## src/rtl/serial_subtractor_pkg.sv

```systemverilog
// Shared arithmetic defaults for the serial subtractor and its sibling
// datapath blocks.
package serial_subtractor_pkg;
    localparam int ARITH_W_DEFAULT = 8;
endpackage

```

## src/rtl/half_subtractor.sv

```systemverilog
// Combinational half subtractor: d = x - y, bo = borrow out.
module half_subtractor (
    input  logic x,
    input  logic y,
    output logic d,
    output logic bo
);
    assign d  = x ^ y;
    assign bo = ~x & y;
endmodule

```

## src/rtl/serial_subtractor_fs_cell.sv

```systemverilog
// One full-subtractor slice: two half subtractors with their borrows ORed.
module fs_cell (
    input  logic x,
    input  logic y,
    input  logic bi,
    output logic d,
    output logic bo
);
    logic d1, b1, b2;

    half_subtractor u_hs0 (.x(x),  .y(y),  .d(d1), .bo(b1));
    half_subtractor u_hs1 (.x(d1), .y(bi), .d(d),  .bo(b2));

    assign bo = b1 | b2;
endmodule

```

## src/rtl/serial_subtractor.sv

```systemverilog
// Bit-serial W-bit subtractor, LSB first, with valid/ready on both sides.
// One fs_cell is reused every RUN cycle; the borrow is held in br_q.
module serial_subtractor
    import serial_subtractor_pkg::*;
#(
    parameter int W = ARITH_W_DEFAULT
) (
    input  logic         clk,
    input  logic         rst_n,
    input  logic         in_valid,
    output logic         in_ready,
    input  logic [W-1:0] a,
    input  logic [W-1:0] b,
    input  logic         bin,
    output logic         out_valid,
    input  logic         out_ready,
    output logic [W-1:0] diff,
    output logic         bout,
    output logic         zero
);
    localparam logic [1:0] ST_IDLE = 2'd0;
    localparam logic [1:0] ST_RUN  = 2'd1;
    localparam logic [1:0] ST_DONE = 2'd2;
    localparam int CW = $clog2(W);
    localparam logic [CW-1:0] CNT_LAST = CW'(W - 1);

    typedef enum logic [1:0] {
        IDLE = ST_IDLE,
        RUN  = ST_RUN,
        DONE = ST_DONE
    } state_t;

    state_t        state_q, state_d;
    logic [W-1:0]  a_sh_q, a_sh_d;
    logic [W-1:0]  b_sh_q, b_sh_d;
    logic [W-1:0]  res_q, res_d;
    logic          br_q, br_d;
    logic [CW-1:0] cnt_q, cnt_d;
    logic          zero_q, zero_d;
    logic          slice_d, slice_bo;

    fs_cell u_fs (
        .x (a_sh_q[0]),
        .y (b_sh_q[0]),
        .bi(br_q),
        .d (slice_d),
        .bo(slice_bo)
    );

    always_comb begin
        state_d = state_q;
        a_sh_d  = a_sh_q;
        b_sh_d  = b_sh_q;
        res_d   = res_q;
        br_d    = br_q;
        cnt_d   = cnt_q;
        zero_d  = zero_q;
        case (state_q)
            IDLE: begin
                if (in_valid) begin
                    a_sh_d  = a;
                    b_sh_d  = b;
                    br_d    = bin;
                    cnt_d   = '0;
                    state_d = RUN;
                end
            end
            RUN: begin
                res_d  = {slice_d, res_q[W-1:1]};
                a_sh_d = a_sh_q >> 1;
                b_sh_d = b_sh_q >> 1;
                br_d   = slice_bo;
                // zero is registered alongside the final bit so it is stable in DONE
                zero_d = ({slice_d, res_q[W-1:1]} == '0);
                if (cnt_q == CNT_LAST) begin
                    state_d = DONE;
                end else begin
                    cnt_d = cnt_q + 1'b1;
                end
            end
            DONE: begin
                if (out_ready) state_d = IDLE;
            end
            default: state_d = IDLE;
        endcase
    end

    always_ff @(posedge clk) begin
        if (!rst_n) begin
            state_q <= IDLE;
            a_sh_q  <= '0;
            b_sh_q  <= '0;
            res_q   <= '0;
            br_q    <= 1'b0;
            cnt_q   <= '0;
            zero_q  <= 1'b0;
        end else begin
            state_q <= state_d;
            a_sh_q  <= a_sh_d;
            b_sh_q  <= b_sh_d;
            res_q   <= res_d;
            br_q    <= br_d;
            cnt_q   <= cnt_d;
            zero_q  <= zero_d;
        end
    end

    assign in_ready  = (state_q == IDLE);
    assign out_valid = (state_q == DONE);
    assign diff      = res_q;
    assign bout      = br_q;
    assign zero      = zero_q;
endmodule

```

## config.mk

```make
export PLATFORM = sky130hd
export DESIGN_NAME = serial_subtractor
export DESIGN_NICKNAME = d
export VERILOG_FILES = /design/src/rtl/serial_subtractor_pkg.sv /design/src/rtl/half_subtractor.sv /design/src/rtl/serial_subtractor_fs_cell.sv /design/src/rtl/serial_subtractor.sv
export SDC_FILE = /design/constraint.sdc
export NUM_CORES = 1
export LEC_CHECK = 0
export ABC_AREA = 1
export CORE_MARGIN = 2
export CORE_UTILIZATION = 35
export CTS_CLUSTER_DIAMETER = 60
export DETAILED_ROUTE_END_ITERATION = 10
export PLACE_DENSITY = 0.64
export SLEW_MARGIN = 10
export SYNTH_ARGS = -nofsm -noshare
export SYNTH_HDL_FRONTEND = slang
export SYNTH_SLANG_ARGS = --single-unit
```

## constraint.sdc

```tcl
create_clock -name clk -period 1.2 [get_ports clk]
set_input_delay 0.24 -clock clk [delete_from_list [all_inputs] [get_ports clk]]
set_output_delay 0.24 -clock clk [all_outputs]
set_load 0.02 [all_outputs]
```

==> results.yml <==
synthesis:
  ys_types: 21
  synthMostInstantiatedCell: "nand2_1"
  synth_fp_nets: 227
  syn_area_mm2: 0.00143
  yosysTopAreaCell: "dfxtp_1"
  synth_ff_type: "dfxtp_1"
  synth_edf_count: 0
  synth_top_area_share_pct: 43.4
  yosysSeqAreaShare_pct: 43.4
  synth_commonest_cells: "nand2_1, nor2_1, dfxtp_1, o21ai_0, inv_1"
  async_reset_ff_share_pct: 0
  synthCells: 203
  avgSynthCellArea_um2: 7.04
  yosys-top-cells-area: "dfxtp_1, nand2_1, nor2_1"
  synth-seq-cells: 31
  ys_warn_count: 0
routing:
  wl_per_cell_um: 10.6
  first_pass_iters: 4
  drc_errors: 0
  viasPerCell: 4.53
  met3_length_um: 178
  top_layer: "met4"
  final_antenna_net_count: 0
  wirelength_um: 3170
  dr_wl_met2_um: 1430
  first_iter_violations: 51
  vias: 1349
  wl_met1_um: 1500
pwr:
  irDropWorstVdd_v: 0.000519
  leakagePower_nw: 0.913
  powerDensity_mw_per_mm2: 1310
cells_and_area:
  fin_nets: 271
  area_growth_pct: 38.8
  fill_cells: 417
  regArea_um2: 627
  multi_input_area_um2: 714
  utilization_pct: 50.0
  drive_above_1_share_pct: 19.4
  antenna_cells: 0
  layoutNonFillerInstCount: 298
timing:
  slew_headroom_pct: 86.8
  final-max-slew-violation-count: 0
  period_share_pct: 108
  fmax_mhz: 773
  hold_violations: 0
  worst_slack_ns: -0.0933
  rsz0062_at_grt: "true"
  finalSetupViolations: 6
  skew_ns: 0.00218
  tightest_slew_ns: 0.197
  period_needed_ns: 1.29
placement:
  portBuffers: 32
  post-dp-hpwl_um: 2080
  gp_congestion: 0.732
  placed_cells: 287
  post-place-ws_ns: -0.185
setup_path:
  r2r-start: "b_sh_q[0]$_SDFFE_PN0P_"
  cp_max_fo: 2
  cp_data_arrival_time_ns: 1.51
  r2r_end: "zero$_SDFFE_PN0N_"
  worstRegToRegCells: 7
  end_kind: "register"
  crit_type: "reg2reg"
  startpoint: "b_sh_q[0]$_SDFFE_PN0P_"
  crit_path_end: "zero$_SDFFE_PN0N_"
  r2r_setup_slack_ns: -0.09
  startpoint_type: "register"
  crit_required_ns: 1.42
floorplanning:
  fp-row-count: 23
  die_h_um: 67.9
  ios: 33
  dieArea_mm2: 0.00461
  die_w_um: 67.9
  core_area_mm2: 0.00397
  initial_core_util_pct: 36.0
clock_tree:
  clock_latency_ns: 0.28
  cts_tree: "built"
  cts_buffers: 5
  cts_hold_buf: 0
  htreeDepth: 2
  cts_root_buf: "clkbuf_8"
  cts.sinks: 31
  path_clk_slew_ns: 0.06
  clockBufferDepth: 2
worst_hold_path:
  worstHoldPathType: "reg2reg"
flow_run:
  drv_cap: 0
grt:
  grt_start_max_net_pins: 29
  grt_pass1_wl_um: 5280
  grt_pass1_vias: 1258
  grt_overflow: 0
  gr-usage-all-layers_pct: 15.1
  antenna_found_initial: 0
outcome:
  outcome: "finished, violations left"
  violations: "setup timing"
[stage by stage]
stage	area, um2	power (mW)	TNS, ns	hold WS (ns)
after floorplan	1430	1.50	-0.0726	0.383
after global placement	1860	1.72	-3.38	0.453
after detailed placement	1860	1.72	-3.41	0.458
after CTS	1960	2.62	-0.155	0.468
after global routing	1990	2.77	-1.73	0.491
final	1990	2.61	-0.167	0.464
[logic make-up after synthesis]
logic type               Yosys count  share of synthesized area, %
AND/OR/NAND/NOR                  108                          31.0
AO/OA/AOI/OAI                     36                          13.6
flip-flops                        31                          43.4
buffers and inverters             25                          8.92
adder cells (fa/ha/maj)            3                          3.15
[worst max-delay path, cell delays in order (launching register included)]
cell and delay (ns):
dfxtp_2 0.33, inv_2 0.04, fa_1 0.48, inv_1 0.07, nand2_1 0.05, nor2_1 0.08, nand3_1 0.07, a21oi_1 0.12
[layout make-up]
cell class / count / area share (%)
clock buffers: 8 / 5.04
inverters: 16 / 3.15
multi-input cells: 148 / 36.0
flip-flops and latches: 31 / 31.6
well taps: 50 / 3.15
repair buffers: 45 / 21.1
[what timing repair did]
item / 4_1_cts / 5_1_grt
endpoints found under the setup margin: 18 / 37
hold endpoints to repair: 0 / 0
gates resized for setup: 30 / 23
setup buffers: 2 / 0
gates cloned: 0 / 1
pin swaps: 2 / 4
[routing by layer]
metal	GRT usage, %	vias to the layer above
met5	0	-
li1	-	724
met1	19.4	583
met3	4.44	9
met4	5.25	0
met2	24.2	33
[power breakdown]
group | internal [mW] | switching (mW) | total (mW) | leakage (nW)
clock network | 0.523 | 0.380 | 0.903 | 0.0515
logic | 0.245 | 0.295 | 0.540 | 0.604
registers | 1.12 | 0.0466 | 1.16 | 0.258
[state kept, by name, indices dropped and copies added (netlist names)]
name,flops
a_sh_q,8
diff,8
cnt_q,3
b_sh_q,8
state_q,2
zero,1
bout,1
[worst min-delay path by stage]
| stage | to | slack, ns | depth (start not counted) | start |
|---|---|---|---|---|
| finish | b_sh_q[7]$_SDFFE_PN0P_ | 0.46 | 2 | b_sh_q[7]$_SDFFE_PN0P_ |
| global route | b_sh_q[7]$_SDFFE_PN0P_ | 0.49 | 2 | b_sh_q[7]$_SDFFE_PN0P_ |
| CTS | b_sh_q[7]$_SDFFE_PN0P_ | 0.47 | 2 | b_sh_q[7]$_SDFFE_PN0P_ |
| detailed placement | b_sh_q[7]$_SDFFE_PN0P_ | 0.46 | 2 | b_sh_q[7]$_SDFFE_PN0P_ |
| global placement | b_sh_q[7]$_SDFFE_PN0P_ | 0.45 | 2 | b_sh_q[7]$_SDFFE_PN0P_ |
| floorplan | a_sh_q[7]$_SDFFE_PN0P_ | 0.38 | 2 | a[7] |
[cells in the final DEF (no fill, tap or decap), drive strengths merged]
master,n
nand2,63
nor2,40
dfxtp,31
o21ai,24
clkdlybuf4s50,20
inv,16
buf,16
clkbuf,13
a21oi,11
nand3,3
nand3b,3
clkdlybuf4s15,3
ha,2
a211oi,1
fa,1
dlygate4sd2,1
Power figures use the tool's default switching activity.
